$ cat src/rtl/key_pkg.sv
// ---------------------------------------------------------------------------
// key_pkg
// Shared constants and helpers for the multi-channel key debouncer.
//   CLK_FREQ_Hz, SAMPLE_HZ, N_SAMPLES, LONG_TICKS : default parameter values
//   LONG_CNT_W                                   : width of per-key hold counter
//   tick_cnt_w()                                 : width of the shared tick divider
// ---------------------------------------------------------------------------
package key_pkg;

    localparam int CLK_FREQ_Hz = 27000000;
    localparam int SAMPLE_HZ   = 100;
    localparam int N_SAMPLES   = 3;
    localparam int LONG_TICKS  = 100;
    localparam int LONG_CNT_W  = 16;

    // Width needed to count 0..DIV-1 where DIV = clk_hz / sample_hz.
    function automatic int tick_cnt_w(input int clk_hz, input int sample_hz);
        int div;
        div = clk_hz / sample_hz;
        return (div < 2) ? 1 : $clog2(div);
    endfunction

endpackage

$ cat src/rtl/key_db_chan.sv
// ---------------------------------------------------------------------------
// key_db_chan
// One debounced key channel: 2-flop synchroniser, sample history, symmetric
// N-of-N debounce decision, registered press/release pulses and an optional
// long-press detector (enabled by defining KEY_DB_LONG_PRESS_EN).
// Ports:
//   clk, rst     : clock, asynchronous active-high reset
//   tick_i       : one-cycle sample strobe from the shared divider
//   key_i        : raw asynchronous key level
//   key_db_o     : debounced level
//   press_o      : one-cycle pulse on idle -> active transition
//   release_o    : one-cycle pulse on active -> idle transition
//   long_o       : one-cycle pulse when the hold reaches LONG_TICKS ticks
// ---------------------------------------------------------------------------
module key_db_chan #(
    parameter logic RST_VALUE  = 1'b0,
    parameter int   N_SAMPLES  = 3,
    parameter int   LONG_TICKS = 100
) (
    input  logic clk,
    input  logic rst,
    input  logic tick_i,
    input  logic key_i,
    output logic key_db_o,
    output logic press_o,
    output logic release_o,
    output logic long_o
);
    import key_pkg::*;

    if (N_SAMPLES < 2 || N_SAMPLES > 16) begin : g_bad_n_samples
        $error("key_db_chan: N_SAMPLES out of range 2..16");
    end
    if (LONG_TICKS < 1 || LONG_TICKS > 65535) begin : g_bad_long_ticks
        $error("key_db_chan: LONG_TICKS out of range 1..65535");
    end

    logic [1:0]           sync_q;
    logic [N_SAMPLES-1:0] hist_q, hist_d;
    logic                 db_q, db_d;
    logic                 press_q, press_d;
    logic                 release_q, release_d;

    always_comb begin
        hist_d = hist_q;
        if (tick_i) begin
            hist_d = {hist_q[N_SAMPLES-2:0], sync_q[1]};
        end
        // Any mixed history holds the current level, which gives hysteresis
        // in both directions.
        db_d = db_q;
        if (&hist_q) begin
            db_d = 1'b1;
        end else if (~|hist_q) begin
            db_d = 1'b0;
        end
        press_d   = (db_d != db_q) && (db_d != RST_VALUE);
        release_d = (db_d != db_q) && (db_d == RST_VALUE);
    end

    always_ff @(posedge clk or posedge rst) begin
        if (rst) begin
            sync_q    <= {2{RST_VALUE}};
            hist_q    <= {N_SAMPLES{RST_VALUE}};
            db_q      <= RST_VALUE;
            press_q   <= 1'b0;
            release_q <= 1'b0;
        end else begin
            sync_q    <= {sync_q[0], key_i};
            hist_q    <= hist_d;
            db_q      <= db_d;
            press_q   <= press_d;
            release_q <= release_d;
        end
    end

    assign key_db_o  = db_q;
    assign press_o   = press_q;
    assign release_o = release_q;

`ifdef KEY_DB_LONG_PRESS_EN
    localparam logic [LONG_CNT_W-1:0] LONG_LIM = LONG_CNT_W'(LONG_TICKS);

    logic [LONG_CNT_W-1:0] hold_q, hold_d;
    logic                  long_q, long_d;

    // Counter saturates at LONG_LIM so each hold yields a single pulse.
    always_comb begin
        hold_d = hold_q;
        long_d = 1'b0;
        if (db_q == RST_VALUE) begin
            hold_d = '0;
        end else if (tick_i && (hold_q != LONG_LIM)) begin
            hold_d = hold_q + 1'b1;
            long_d = (hold_q == (LONG_LIM - 1'b1));
        end
    end

    always_ff @(posedge clk or posedge rst) begin
        if (rst) begin
            hold_q <= '0;
            long_q <= 1'b0;
        end else begin
            hold_q <= hold_d;
            long_q <= long_d;
        end
    end

    assign long_o = long_q;
`else
    assign long_o = 1'b0;
`endif

endmodule

$ cat src/rtl/key_db_multi.sv
// ---------------------------------------------------------------------------
// key_db_multi
// N_KEYS independent key debouncers sharing one sample-tick divider.
// Optional long-press detection is enabled by defining KEY_DB_LONG_PRESS_EN;
// otherwise long_o is constant 0.
// Ports:
//   clk        : single clock
//   rst        : asynchronous active-high reset
//   key_i      : raw key levels            [N_KEYS]
//   key_db_o   : debounced key levels      [N_KEYS]
//   press_o    : press pulses              [N_KEYS]
//   release_o  : release pulses            [N_KEYS]
//   long_o     : long-press pulses         [N_KEYS]
// ---------------------------------------------------------------------------
module key_db_multi #(
    parameter int   N_KEYS      = 4,
    parameter logic RST_VALUE   = 1'b0,
    parameter int   CLK_FREQ_Hz = key_pkg::CLK_FREQ_Hz,
    parameter int   SAMPLE_HZ   = key_pkg::SAMPLE_HZ,
    parameter int   N_SAMPLES   = key_pkg::N_SAMPLES,
    parameter int   LONG_TICKS  = key_pkg::LONG_TICKS
) (
    input  logic              clk,
    input  logic              rst,
    input  logic [N_KEYS-1:0] key_i,
    output logic [N_KEYS-1:0] key_db_o,
    output logic [N_KEYS-1:0] press_o,
    output logic [N_KEYS-1:0] release_o,
    output logic [N_KEYS-1:0] long_o
);
    import key_pkg::*;

    localparam int DIV   = CLK_FREQ_Hz / SAMPLE_HZ;
    localparam int CNT_W = tick_cnt_w(CLK_FREQ_Hz, SAMPLE_HZ);
    localparam logic [CNT_W-1:0] DIV_M1 = CNT_W'(DIV - 1);

    if (N_KEYS < 1 || N_KEYS > 32) begin : g_bad_n_keys
        $error("key_db_multi: N_KEYS out of range 1..32");
    end
    if (DIV < 2) begin : g_bad_div
        $error("key_db_multi: CLK_FREQ_Hz/SAMPLE_HZ must be at least 2");
    end

    logic [CNT_W-1:0] cnt_q, cnt_d;
    logic             tick;

    // Tick is a clock-enable, not a clock: it marks the cycle in which the
    // divider wraps, so the first tick after reset lands DIV cycles later.
    assign tick  = (cnt_q == DIV_M1);
    assign cnt_d = tick ? '0 : cnt_q + 1'b1;

    always_ff @(posedge clk or posedge rst) begin
        if (rst) begin
            cnt_q <= '0;
        end else begin
            cnt_q <= cnt_d;
        end
    end

    for (genvar i = 0; i < N_KEYS; i++) begin : g_chan
        key_db_chan #(
            .RST_VALUE (RST_VALUE),
            .N_SAMPLES (N_SAMPLES),
            .LONG_TICKS(LONG_TICKS)
        ) u_chan (
            .clk      (clk),
            .rst      (rst),
            .tick_i   (tick),
            .key_i    (key_i[i]),
            .key_db_o (key_db_o[i]),
            .press_o  (press_o[i]),
            .release_o(release_o[i]),
            .long_o   (long_o[i])
        );
    end

endmodule

$ cat config.mk
export PLATFORM = sky130hd
export DESIGN_NAME = key_db_multi
export DESIGN_NICKNAME = d
export VERILOG_FILES = /design/src/rtl/key_pkg.sv /design/src/rtl/key_db_chan.sv /design/src/rtl/key_db_multi.sv
export SDC_FILE = /design/constraint.sdc
export NUM_CORES = 1
export LEC_CHECK = 0
export ABC_AREA = 1
export BUFFER_PORTS_ARGS = -buffer_cell sky130_fd_sc_hd__buf_2
export CAP_MARGIN = 20
export CORE_MARGIN = 3
export CORE_UTILIZATION = 35
export CTS_CLUSTER_SIZE = 40
export DETAILED_ROUTE_END_ITERATION = 8
export SYNTH_ARGS = -nofsm -noshare
export SYNTH_HDL_FRONTEND = slang
export SYNTH_SLANG_ARGS = --single-unit
$ cat constraint.sdc
create_clock -name clk -period 1.8 [get_ports clk]
set_clock_uncertainty 0.1 [all_clocks]
set_input_delay 0.36 -clock clk [delete_from_list [all_inputs] [get_ports clk]]
set_output_delay 0.36 -clock clk [all_outputs]
set_load 0.02 [all_outputs]
=== After elaboration in Yosys (flattened, before gate mapping) ===
Index checks and enable logic that the tools add are counted.

* Add/sub/neg operators: 1
* Equality and inequality tests: 5
* Reductions and logical operators: 16
* Multiplexer cells: 9
* Bitwise logic cells: 4

{| class="wikitable"
|+ Operators with widths
! cell !! number
|-
| $add A19 B1 Y19 const B || 1
|-
| $eq A19 B19 Y1 const B || 1
|-
| $mux W19 || 1
|-
| $reduce_and A3 Y1 || 4
|-
| $reduce_or A3 Y1 || 4
|-
| $logic_and A1 B1 Y1 || 8
|-
| $mux W1 || 8
|-
| $ne A1 B1 Y1 || 4
|-
| $not A1 Y1 || 4
|}

* Bits of input ports: 6
* Flip-flop bits (word level): 51

=== Longest topological paths before layout ===
Gate-level depths: netlist of run 1.

* Word-level depth: 5
* Depth in mapped cells: 9
* Gate-level depth less buffers: 9

=== Modules after synthesis ===
A second synthesis of run 1 with hierarchy kept.

* Cell total of the unflattened synthesis: 248
* Area total of the unflattened synthesis: 2204.6 µm²

{| class="wikitable"
|+ Modules (own cells, without submodules)
! module !! cells each !! area an instance (µm²) !! times used !! seq. area each (µm²)
|-
| key_db_chan || 27 || 280.3 || 4 || 200.2
|-
| key_db_multi || 140 || 1083.5 || 1 || 475.5
|}

=== Least setup slack after synthesis of run 1 ===
OpenSTA, ideal clock, no wires.

* Path type: flip-flop to flip-flop
* Start point: register cnt_q[0]
* End point: register cnt_q[4]
* Slack: 0.289 ns
* Clock period less this slack: 1.511 ns
* Arrival time: 1.292 ns
* Stages on the path, launching flop included: 10
* Cell sequence: dfrtp_1 -> ha_1 -> nand2_1 -> nor2_4 -> inv_2 -> nor2_4 -> nand3_4 -> buf_6 -> o21ai_0 -> inv_1

* Cells in the longest elaborated chain, start to end: 2
* Elaborated cells between the ends (all ways): 3
* Classes of those cells: add/sub (1); eq/ne (1); mux (1)

{| class="wikitable"
|+ RTL lines
! what !! line !! text
|-
| start: declaration || key_db_multi.sv:44 || <nowiki>logic [CNT_W-1:0] cnt_q, cnt_d;</nowiki>
|-
| start signal: assignment || key_db_multi.sv:56 || <nowiki>cnt_q <= cnt_d;</nowiki>
|-
| $add A19 B1 Y19 / $eq A19 B19 Y1 (equally long branches) || key_db_multi.sv:50, key_db_multi.sv:49 ||
|-
| $mux W19 * || key_db_multi.sv:50 || <nowiki>assign cnt_d = tick ? '0 : cnt_q + 1'b1;</nowiki>
|-
| net cnt_d[4] || key_db_multi.sv:44 ||
|}

The timed path passes the listed nets; every way through them passes the cells marked *.
A chain may end at the register's enable or synchronous reset.

=== Worst setup path after layout of run 1 ===
* Start point: register cnt_q[0]
* End point: register g_chan[3].u_chan.hist_q[2]

* Cells in the longest elaborated chain, start to end: 1

{| class="wikitable"
|+ RTL lines
! what !! line !! text
|-
| $eq A19 B19 Y1 || key_db_multi.sv:49 || <nowiki>assign tick = (cnt_q == DIV_M1);</nowiki>
|-
| end signal: assignment || key_db_chan.sv:64 || <nowiki>hist_q <= {N_SAMPLES{RST_VALUE}};</nowiki>
|-
| end signal: assignment || key_db_chan.sv:70 || <nowiki>hist_q <= hist_d;</nowiki>
|-
| end: declaration || key_db_chan.sv:39 || <nowiki>logic [N_SAMPLES-1:0] hist_q, hist_d;</nowiki>
|}

Every way passes these cells.

==> out/qor.log, run 1 <==
qor: clock_network.cts_inserted_buffers 5
qor: floorplanning.die_area 7770 µm²
qor: logic_synthesis.avgSynthCellArea 9.12 µm²
qor: worst_setup_path.crit_path_end_kind register
qor: outcome.run_status finished, final reports clean
qor: floorplanning.die_h 88.2 µm
qor: pwr.pwr_density_cell 789 nW/µm²
qor: worst_setup_path.critical_path_class reg -> reg
qor: detailed_routing.dr.pass1.iters 4
qor: logic_synthesis.proportion_of_synthesized_chip_area_in_sequential_cells 54.0%
qor: place.routabilityCongestion 0.876
qor: detailed_routing.wire_per_inst 10.3 µm
qor: floorplanning.chipWidth 88.2 µm
qor: logic_synthesis.synth_flop_cell sky130_fd_sc_hd__dfrtp_1
qor: clock_network.clock_insertion_delay_worst_skew 300 ps
qor: detailed_routing.detail_route.wirelength 3.57 mm
qor: worst_setup_path.timing.critical_path.cells ha_1 > nand2_1 > nor2_4 > inv_2 > nor2_4 > nand3_4 > buf_12 > nand2_1 > o21ai_2
qor: timing.period_share 91.7%
qor: logic_synthesis.ys.warnings.count 0
qor: hold_path.hold_depth 1
qor: hold_path.worst_hold_path.endpoint g_chan[1].u_chan.sync_q[0]
qor: timing.timing.final.max_slew_violations 0
qor: clock_network.root_buf_cell sky130_fd_sc_hd__clkbuf_8
qor: floorplanning.io_pins 22
qor: place.detailed_place.area 2440 µm²
qor: clock_network.sink_count 51
qor: grt.first_global_vias 1405
qor: worst_setup_path.r2r_slack 150 ps
qor: detailed_routing.num_vias 1496
qor: cells_and_area.num_antenna_cells 0
qor: cells_and_area.layout_commonest_cell sky130_fd_sc_hd__dfrtp_1
qor: worst_setup_path.cp.arrival 1750 ps
qor: timing.grt_setup_unrepaired false
qor: logic_synthesis.ys_seq_elements 51
qor: timing.fmax 606 MHz
qor: clock_network.tritoncts_clock_tree yes
qor: worst_setup_path.timing.reg2reg.worst_path_depth 9
qor: cells_and_area.most-common-layout-cells sky130_fd_sc_hd__dfrtp_1 (51), sky130_fd_sc_hd__nand2_1 (47), sky130_fd_sc_hd__inv_1 (39)
qor: logic_synthesis.async_flop_share 100%
qor: detailed_routing.drc_errors 0
qor: timing.post-route-min-period 1650 ps
qor: hold_path.worst_hold_startpoint key_i[1]
qor: floorplanning.rows 29
qor: detailed_routing.detail-route-antenna-nets 0
qor: logic_synthesis.netlist_area 2360 µm²
qor: place.dpl_ws 142 ps
qor: worst_setup_path.crit_required 1900 ps
qor: grt.grt_start_max_net_pins 52
qor: timing.timing.final.ws_setup 150 ps
qor: grt.global_route.overflow_total 0
qor: place.place.detailed.instances 339
qor: hold_path.worst_hold_path_type in -> reg
qor: logic_synthesis.synth.distinct_cells 25
qor: worst_setup_path.timing.rr.end g_chan[3].u_chan.hist_q[2]
qor: place.io_buffer_count 17
qor: detailed_routing.drt-vias-per-instance 4.30
qor: worst_setup_path.timing.rr.start cnt_q[0]
qor: cells_and_area.area_delta_synth_final 8.90%
qor: timing.setup-tns-final 0 ps
qor: clock_network.max-clock-path-buffers 2
qor: logic_synthesis.number_of_enable_flip_flop_cells_after_synthesis 0
qor: grt.wire_length_of_the_first_global_routing_pass 6.42 mm
qor: worst_setup_path.crit_family simple AND/OR/NAND/NOR gates
qor: job.max-cap-violations 0
qor: clock_network.post_cts_setup_buffers 0
qor: pwr.p_leak 1.25 nW
qor: grt.aggregate_global_route_resource_usage 10.7%
qor: cells_and_area.layout-drive-gt1-share 20.3%
qor: logic_synthesis.synth_cells 259
qor: detailed_routing.drt_iter0_markers 98
qor: clock_network.clkTransAtPathRegs 90 ps
qor: worst_setup_path.startpoint_type register
qor: grt.grt_antenna_before_repair 0
qor: worst_setup_path.cp_slowest_stage_delay 410 ps
qor: floorplanning.core_area 6460 µm²
qor: worst_setup_path.critPathMaxFanout 28
qor: cells_and_area.final_cell_count_no_fill 348
qor: clock_network.h-tree-depth 2
qor: worst_setup_path.cpMaxStageDelayCell sky130_fd_sc_hd__dfrtp_1
qor: floorplanning.start_util 36.6%
qor: timing.hold-worst-slack 57.9 ps
qor: pwr.power.ir.vdd_worst 0.000704 V
qor: cells_and_area.finished_layout_cell_area 2570 µm²
qor: place.post-dp-hpwl 2.61 mm
qor: timing.report.final.hold_viol_count 0
qor: worst_setup_path.worstPathBufferInverterCount 2
qor: cells_and_area.num-nets-final 277
qor: timing.final_setup_violation_count 0
worst register-to-register path: cells and delay by family (launching register included):
family	cells	cell delay (ps)
AO/OA/AOI/OAI	1	50
adder cells (fa/ha/maj)	1	180
AND/OR/NAND/NOR	5	560
flip-flops	1	410
buffers and inverters	2	260
layer usage:
layer	vias to the layer above	global-route usage (%)	wire length [µm]
li1	793	-	-
met1	673	15.6	1830
met2	25	14.8	1500
met3	5	3.10	169
met4	0	4.53	76
met5	-	0	0
cell type report:
type,instances,area [µm²]
clock inverter,2,38.8
clock buffer,6,82.6
multi-input combinational,150,786
fill,653,3890
tap,77,96.3
sequential,51,1280
timing repair buffer,20,135
inverter,42,158
sequential cells by signal (all words and copies together) (netlist names):
signal and count:
cnt_q 19, g_chan.u_chan.hist_q 12, g_chan.u_chan.key_db_o 4, g_chan.u_chan.press_o 4
g_chan.u_chan.release_o 4, g_chan.u_chan.sync_q 8
how the worst max path moves through the flow:
| stage | from | end | slack [ps] | cells after the start |
|---|---|---|---|---|
| floorplan | rst | cnt_q[0] | 110 | 1 |
| global placement | cnt_q[0] | g_chan[3].u_chan.hist_q[0] | 190 | 9 |
| detailed placement | cnt_q[0] | g_chan[3].u_chan.hist_q[2] | 140 | 9 |
| CTS | cnt_q[0] | g_chan[3].u_chan.hist_q[2] | 130 | 9 |
| global route | cnt_q[0] | g_chan[0].u_chan.hist_q[0] | 2 | 9 |
| finish | cnt_q[0] | g_chan[3].u_chan.hist_q[2] | 150 | 9 |
where the power goes:
| group | leakage, nW | internal (mW) | switching, mW |
|---|---|---|---|
| clock | 0.0618 | 0.457 | 0.375 |
| combinational | 0.508 | 0.0106 | 0.0326 |
| sequential | 0.680 | 1.15 | 0.00182 |
| total | 1.25 | 1.62 | 0.410 |
per-stage QoR:
step           util, %  power, mW
6_report          39.8       2.03
2_1_floorplan        -       1.21
5_1_grt           39.8       2.12
3_3_place_gp      37.8       1.22
4_1_cts           39.8       2.07
3_5_place_dp      37.8       1.22
logic make-up after synthesis:
group,share of synthesized area (%)
adders and majority gates,0.530
xor gates and xnor gates,2.97
and+or+nand+nor,22.1
buffers and inverters,13.2
DFF,54.0
other,0.159
AOI/OAI and AO/OA,7.04
repair_timing:
action,in CTS,in global routing
hold endpoints to repair,51,0
hold buffers,1,0
gates resized for setup,0,0
cells in the mapped netlist (2+ instances only):
| library cell | instances | share of area, % |
|---|---|---|
| sky130_fd_sc_hd__nand4_1 | 2 | 0.53 |
| sky130_fd_sc_hd__nor3_1 | 5 | 1.1 |
| sky130_fd_sc_hd__inv_1 | 40 | 6.4 |
| sky130_fd_sc_hd__nor2_4 | 3 | 1.4 |
| sky130_fd_sc_hd__xor2_1 | 7 | 2.6 |
| sky130_fd_sc_hd__o21ai_2 | 12 | 4.4 |
| sky130_fd_sc_hd__buf_6 | 3 | 1.4 |
| sky130_fd_sc_hd__nand3_1 | 13 | 2.8 |
| sky130_fd_sc_hd__nor2_2 | 5 | 1.3 |
| sky130_fd_sc_hd__nand2_1 | 47 | 7.5 |
| sky130_fd_sc_hd__buf_4 | 16 | 5.1 |
| sky130_fd_sc_hd__nand2_2 | 4 | 1.1 |
| sky130_fd_sc_hd__o21bai_1 | 2 | 0.64 |
| sky130_fd_sc_hd__nor2_1 | 32 | 5.1 |
| sky130_fd_sc_hd__dfrtp_1 | 51 | 54 |
| sky130_fd_sc_hd__inv_2 | 2 | 0.32 |
| sky130_fd_sc_hd__o21ai_0 | 7 | 1.5 |
Note: power is estimated with default switching activity, not from simulation.
==> run 2, diff against run 1 <==
Settings changed: BUFFER_PORTS_ARGS -buffer_cell sky130_fd_sc_hd__buf_2 to default, DONT_BUFFER_PORTS from default to 1.
==> run 2 against run 1 <==
Via count down 1.3%. Clock-buffer cell count did not move. Largest cell class unchanged. Flip-flop and latch count unchanged. Highest routed layer unchanged. Worst hold slack improved by 190 ps. Combinational power increased by 3%.
==> out/qor.log, run 2 (same netlist as run 1, synthesis figures left out) <==
qor: outcome.run_status finished, final reports clean
qor: clock_network.tritoncts_clock_tree yes
qor: grt.grt_start_max_net_pins 52 [unchanged]
qor: clock_network.clock_insertion_delay_worst_skew 290 ps [about the same]
qor: pwr.pwr-share-clk 43.1% [+2.1 points]
qor: cells_and_area.area_delta_synth_final 7.47%
qor: floorplanning.die_area 7770 µm² [unchanged]
qor: clock_network.root_buf_cell sky130_fd_sc_hd__clkbuf_8
qor: worst_setup_path.crit_path_end_kind register
qor: grt.aggregate_global_route_resource_usage 10.4% [-0.33 points]
qor: cells_and_area.layout_commonest_cell sky130_fd_sc_hd__dfrtp_1
qor: cells_and_area.finished_layout_cell_area 2540 µm² [-1.3%]
qor: worst_setup_path.cpMaxStageDelayCell sky130_fd_sc_hd__dfrtp_2
qor: clock_network.h-tree-depth 2 [unchanged]
qor: worst_setup_path.cp.arrival 1690 ps [-60 ps]
qor: timing.timing.final.max_slew_violations 0 [unchanged]
qor: timing.timing.final.ws_setup 197 ps [+46.6 ps]
qor: worst_setup_path.cp_slowest_stage_delay 400 ps [about the same]
qor: place.dpl_ws 102 ps [-40.1 ps]
qor: pwr.p_leak 1.18 nW [-5.4%]
qor: floorplanning.start_util 36.6% [unchanged]
qor: floorplanning.rows 29 [unchanged]
qor: floorplanning.chipWidth 88.2 µm [unchanged]
qor: detailed_routing.drt-vias-per-instance 4.40 [+2.3%]
qor: cells_and_area.num-nets-final 265 [-4.3%]
qor: floorplanning.io_pins 22 [unchanged]
qor: grt.grt_antenna_before_repair 0 [unchanged]
qor: cells_and_area.layout-drive-gt1-share 15.1% [-5.2 points]
qor: job.max-cap-violations 0 [unchanged]
qor: cells_and_area.final_cell_count_no_fill 336 [-3.4%]
qor: timing.report.final.hold_viol_count 0 [unchanged]
qor: clock_network.clkTransAtPathRegs 90 ps [about the same]
qor: cells_and_area.fill_cells 647 [-0.92%]
qor: timing.fmax 624 MHz [+2.9%]
qor: pwr.power.share.sequential 54.8% [-2.1 points]
qor: pwr.power.ir.vdd_worst 0.000515 V [-27%]
qor: worst_setup_path.timing.critical_path.cells ha_1 > nand2_1 > nor2_4 > inv_2 > nor2_4 > nand3_4 > buf_6 > nand2_1 > o21ai_2
qor: cells_and_area.num_antenna_cells 0 [unchanged]
qor: clock_network.max-clock-path-buffers 2 [unchanged]
qor: detailed_routing.num_vias 1477 [-1.3%]
qor: cells_and_area.most-common-layout-cells sky130_fd_sc_hd__dfrtp_1 (50), sky130_fd_sc_hd__nand2_1 (47), sky130_fd_sc_hd__inv_1 (39)
qor: floorplanning.core_area 6460 µm² [unchanged]
qor: place.routabilityCongestion 0.771 [-12%]
qor: place.detailed_place.area 2350 µm² [-3.7%]
qor: detailed_routing.wire_per_inst 10.5 µm [+2.3%]
qor: detailed_routing.drc_errors 0 [unchanged]
qor: worst_setup_path.critical_path_class reg -> reg
qor: timing.grt_setup_unrepaired false
qor: timing.post-route-min-period 1600 ps [-46.6 ps]
qor: place.io_buffer_count 0 [-17]
qor: grt.global_route.overflow_total 0 [unchanged]
qor: pwr.internal_power 1.72 mW [+6.2%]
qor: timing.setup-tns-final 0 ps [unchanged]
qor: pwr.switching_power 389 µW [-5.0%]
qor: cells_and_area.largest_register_ff_count 19 [unchanged]
qor: detailed_routing.detail-route-antenna-nets 0 [unchanged]
qor: detailed_routing.detail_route.wirelength 3.53 mm [-1.3%]
qor: place.post-dp-hpwl 2.59 mm [-0.67%]
qor: grt.first_global_vias 1429 [+1.7%]
qor: floorplanning.die_h 88.2 µm [unchanged]
qor: cells_and_area.most_flops_register cnt_q
qor: clock_network.cts_inserted_buffers 5 [unchanged]
qor: worst_setup_path.crit_required 1890 ps [about the same]
qor: timing.period_share 89.1% [-2.6 points]
qor: clock_network.sink_count 51 [unchanged]
qor: detailed_routing.drt_iter0_markers 73 [-26%]
qor: hold_path.worst_hold_path_type reg -> reg
qor: timing.final_setup_violation_count 0 [unchanged]
qor: pwr.switching_share 18.4% [-1.7 points]
qor: grt.wire_length_of_the_first_global_routing_pass 6.43 mm [+0.20%]
qor: pwr.power 2.11 mW [+3.9%]
qor: worst_setup_path.worstPathBufferInverterCount 2 [unchanged]
qor: place.place.detailed.instances 323 [-4.7%]
qor: pwr.combPwrFrac 2.1% [about the same]
qor: detailed_routing.dr.pass1.iters 4 [unchanged]
qor: worst_setup_path.startpoint_type register
qor: worst_setup_path.critPathMaxFanout 22 [-21%]
qor: cells_and_area.top_flop_regs cnt_q: 19 flops, g_chan.u_chan.hist_q: 12 flops, g_chan.u_chan.sync_q: 8 flops
qor: pwr.pwr_density_cell 831 nW/µm² [+5.3%]
qor: worst_setup_path.crit_family simple AND/OR/NAND/NOR gates
[run 2: repair_timing]
item                                    4_1_cts  5_1_grt
buffers inserted                              0        0
endpoints found under the hold margin        55        0
hold buffers                                  5        0
endpoints found under the setup margin        0       15
resized for setup                             0        2
[run 2: layer usage]
metal / vias up / GRT usage, % / routed length [µm]
met5: - / 0 / 0
met4: 0 / 3.30 / 48
met3: 4 / 1.98 / 80
met2: 22 / 16.7 / 1650
met1: 688 / 14.1 / 1750
li1: 763 / - / -
[run 2: power groups by stage]
stage               sequential, mW  combinational (mW)  clock (mW)
finish                        1.16              0.0446       0.910
global route                  1.16              0.0526        1.00
CTS                           1.16              0.0469       0.937
detailed placement            1.18              0.0386           0
global placement              1.18              0.0392           0
floorplan                     1.18              0.0331           0
[run 2: per-stage QoR]
step / utilization (%) / hold slack, ps
5_1_grt: 39.3 / 260
4_1_cts: 39.2 / 255
6_report: 39.3 / 253
3_5_place_dp: 36.4 / 213
2_1_floorplan: - / 231
3_3_place_gp: 36.4 / 217
[run 2: worst paths after layout]
| check | start | end | slack (ps) | depth (start not counted) |
|---|---|---|---|---|
| worst max-delay path | cnt_q[0] | g_chan[3].u_chan.hist_q[1] | 200 | 9 |
| worst min-delay path | g_chan[3].u_chan.sync_q[0] | g_chan[3].u_chan.sync_q[1] | 250 | 0 |
| worst max register to register | cnt_q[0] | g_chan[3].u_chan.hist_q[1] | 200 | 9 |
| worst min register to register | g_chan[3].u_chan.sync_q[0] | g_chan[3].u_chan.sync_q[1] | 250 | 0 |
| max in group asynchronous | rst | cnt_q[0] | 920 | 3 |
| min in group asynchronous | rst | g_chan[1].u_chan.sync_q[0] | 450 | 3 |
[run 2: cell type report]
type | instances | area (µm²) | share of cell area [%]
Tap cell | 77 | 96.3 | 3.79
Clock buffer | 6 | 72.6 | 2.86
Multi-Input combinational cell | 150 | 786 | 31.0
Inverter | 42 | 158 | 6.21
Timing Repair Buffer | 8 | 88.8 | 3.50
Clock inverter | 2 | 60.1 | 2.37
Sequential cell | 51 | 1280 | 50.3
==> run 3, diff against run 2 <==
Settings changed: CORE_UTILIZATION 35 to 40.
==> run 3 against run 2 <==
Clock power shrank 16%. Flip-flop and latch count is the same. Setup slack lost 22 ps. Critical path depth is the same. Via count grew 0.34%. Final area shrank 0.59%. Non-clock buffer count grew 2. Wire length grew 1.1%.
==> out/qor.log, run 3 (same netlist as run 1, synthesis figures left out) <==
qor: place.routabilityCongestion 0.820 [+6.3%]
qor: timing.period_share 90.3% [+1.2 points]
qor: grt.wire_length_of_the_first_global_routing_pass 6.54 mm [+1.7%]
qor: worst_setup_path.critPathMaxFanout 10 [-55%]
qor: worst_setup_path.crit_required 1900 ps [about the same]
qor: detailed_routing.drt-vias-per-instance 4.46 [+1.5%]
qor: cells_and_area.most-common-layout-cells sky130_fd_sc_hd__dfrtp_1 (51), sky130_fd_sc_hd__nand2_1 (47), sky130_fd_sc_hd__inv_1 (39)
qor: place.io_buffer_count 0 [unchanged]
qor: clock_network.cts_inserted_buffers 5 [unchanged]
qor: worst_setup_path.startpoint_type register
qor: timing.setup-tns-final 0 ps [unchanged]
qor: timing.report.final.hold_viol_count 0 [unchanged]
qor: cells_and_area.layout_commonest_cell sky130_fd_sc_hd__dfrtp_1
qor: floorplanning.chipWidth 82.9 µm [-6.0%]
qor: timing.timing.final.max_slew_violations 0 [unchanged]
qor: job.max-cap-violations 0 [unchanged]
qor: detailed_routing.num_vias 1482 [+0.34%]
qor: timing.grt_setup_unrepaired false
qor: grt.aggregate_global_route_resource_usage 11.5% [+1.2 points]
qor: cells_and_area.largest_register_ff_count 19 [unchanged]
qor: worst_setup_path.timing.reg2reg.worst_path_depth 9 [unchanged]
qor: clock_network.post_cts_setup_buffers 0 [unchanged]
qor: floorplanning.die_h 82.9 µm [-6.0%]
qor: clock_network.max-clock-path-buffers 2 [unchanged]
qor: pwr.power 1.97 mW [-6.7%]
qor: cells_and_area.top_flop_regs cnt_q: 19 flops, g_chan.u_chan.hist_q: 12 flops, g_chan.u_chan.sync_q: 8 flops
qor: grt.grt_start_max_net_pins 34 [-35%]
qor: cells_and_area.num_antenna_cells 0 [unchanged]
qor: timing.timing.final.ws_setup 175 ps [-21.5 ps]
qor: floorplanning.core_area 5610 µm² [-13%]
qor: worst_setup_path.cp.arrival 1720 ps [+30 ps]
qor: hold_path.worst_hold_startpoint g_chan[1].u_chan.sync_q[0]
qor: cells_and_area.finish.utilization 45.0% [+5.7 points]
qor: hold_path.worst_hold_path_type reg -> reg
qor: hold_path.hold_depth 0 [unchanged]
qor: place.post-dp-hpwl 2.62 mm [+0.90%]
qor: timing.fmax 615 MHz [-1.3%]
qor: detailed_routing.detail_route.wirelength 3.57 mm [+1.1%]
qor: detailed_routing.wire_per_inst 10.7 µm [+2.3%]
qor: detailed_routing.drt_iter0_markers 90 [+23%]
qor: timing.post-route-min-period 1620 ps [+21.5 ps]
qor: floorplanning.start_util 42.1% [+5.5 points]
qor: detailed_routing.dr.pass1.iters 4 [unchanged]
qor: clock_network.clock_insertion_delay_worst_skew 300 ps [about the same]
qor: clock_network.h-tree-depth 2 [unchanged]
qor: pwr.p_leak 1.18 nW [-0.29%]
qor: grt.global_route.overflow_total 0 [unchanged]
qor: clock_network.clkTransAtPathRegs 90 ps [about the same]
qor: clock_network.tritoncts_clock_tree yes
qor: cells_and_area.num-nets-final 267 [+0.75%]
qor: cells_and_area.most_flops_register cnt_q
qor: grt.first_global_vias 1489 [+4.2%]
qor: cells_and_area.layout-drive-gt1-share 15.4% [+0.33 points]
qor: place.dpl_ws 133 ps [+30.1 ps]
qor: pwr.power.ir.vdd_worst 0.000380 V [-26%]
qor: detailed_routing.drc_errors 0 [unchanged]
qor: cells_and_area.finished_layout_cell_area 2520 µm² [-0.59%]
qor: worst_setup_path.timing.rr.start cnt_q[1]
qor: grt.grt_antenna_before_repair 0 [unchanged]
qor: detailed_routing.detail-route-antenna-nets 0 [unchanged]
qor: pwr.pwr_density_cell 780 nW/µm² [-6.2%]
qor: place.detailed_place.area 2360 µm² [+0.37%]
qor: floorplanning.rows 27 [-6.9%]
qor: timing.final_setup_violation_count 0 [unchanged]
qor: worst_setup_path.r2r_slack 180 ps [-20 ps]
qor: cells_and_area.area_delta_synth_final 6.83%
qor: outcome.run_status finished, final reports clean
qor: worst_setup_path.timing.rr.end cnt_q[4]
qor: floorplanning.die_area 6860 µm² [-12%]
qor: floorplanning.io_pins 22 [unchanged]
qor: clock_network.sink_count 51 [unchanged]
qor: clock_network.root_buf_cell sky130_fd_sc_hd__clkbuf_8
qor: worst_setup_path.critical_path_class reg -> reg
qor: hold_path.worst_hold_path.endpoint g_chan[1].u_chan.sync_q[1]
qor: worst_setup_path.crit_path_end_kind register
run 3: report_power, final:
group          internal [mW]  switching (mW)
Combinational         0.0124          0.0326
Clock                  0.406           0.361
Sequential              1.15         0.00254
Total                   1.57           0.396
run 3: final cells by class:
type / instances / area [µm²]
clock inverters: 2 / 37.5
repair buffers: 10 / 108
clock buffers: 5 / 68.8
fillers: 545 / 3080
multi-input cells: 150 / 786
flip-flops and latches: 51 / 1280
inverters: 42 / 158
well taps: 72 / 90.1
run 3: per-layer routing:
layer / vias to the layer above / GRT usage (%) / share of wire [%]
li1: 766 / - / -
met1: 688 / 15.9 / 51
met2: 23 / 17.9 / 45
met3: 5 / 2.38 / 2.7
met4: 0 / 4.46 / 1.3
met5: - / 0 / 0
run 3: worst max path at each step:
stage | from | to | slack, ps
global route | cnt_q[1] | g_chan[1].u_chan.hist_q[0] | 9
global placement | cnt_q[0] | cnt_q[4] | 170
floorplan | rst | cnt_q[0] | 110
finish | cnt_q[1] | cnt_q[4] | 180
detailed placement | cnt_q[0] | g_chan[1].u_chan.hist_q[1] | 130
CTS | cnt_q[0] | g_chan[1].u_chan.hist_q[1] | 120
run 3: repair_timing:
item / 4_1_cts / 5_1_grt
resized for setup: 0 / 2
hold buffers: 5 / 0
hold endpoints to repair: 22 / 0
setup endpoints to repair: 0 / 7
run 3: per-stage QoR:
stage	hold WS [ps]	instances
after floorplan	231	262
after global placement	156	320
after detailed placement	155	320
after CTS	257	332
after global routing	274	332
final	254	332
run 3: critical path, stage by stage, from the launching register on:
cell,delay (ps)
sky130_fd_sc_hd__dfrtp_1,360
sky130_fd_sc_hd__ha_1,160
sky130_fd_sc_hd__nand2_1,100
sky130_fd_sc_hd__nor2_4,140
sky130_fd_sc_hd__inv_2,70
sky130_fd_sc_hd__nor2_4,100
sky130_fd_sc_hd__nand3_4,160
sky130_fd_sc_hd__buf_6,190
sky130_fd_sc_hd__o21ai_0,70
sky130_fd_sc_hd__inv_1,60
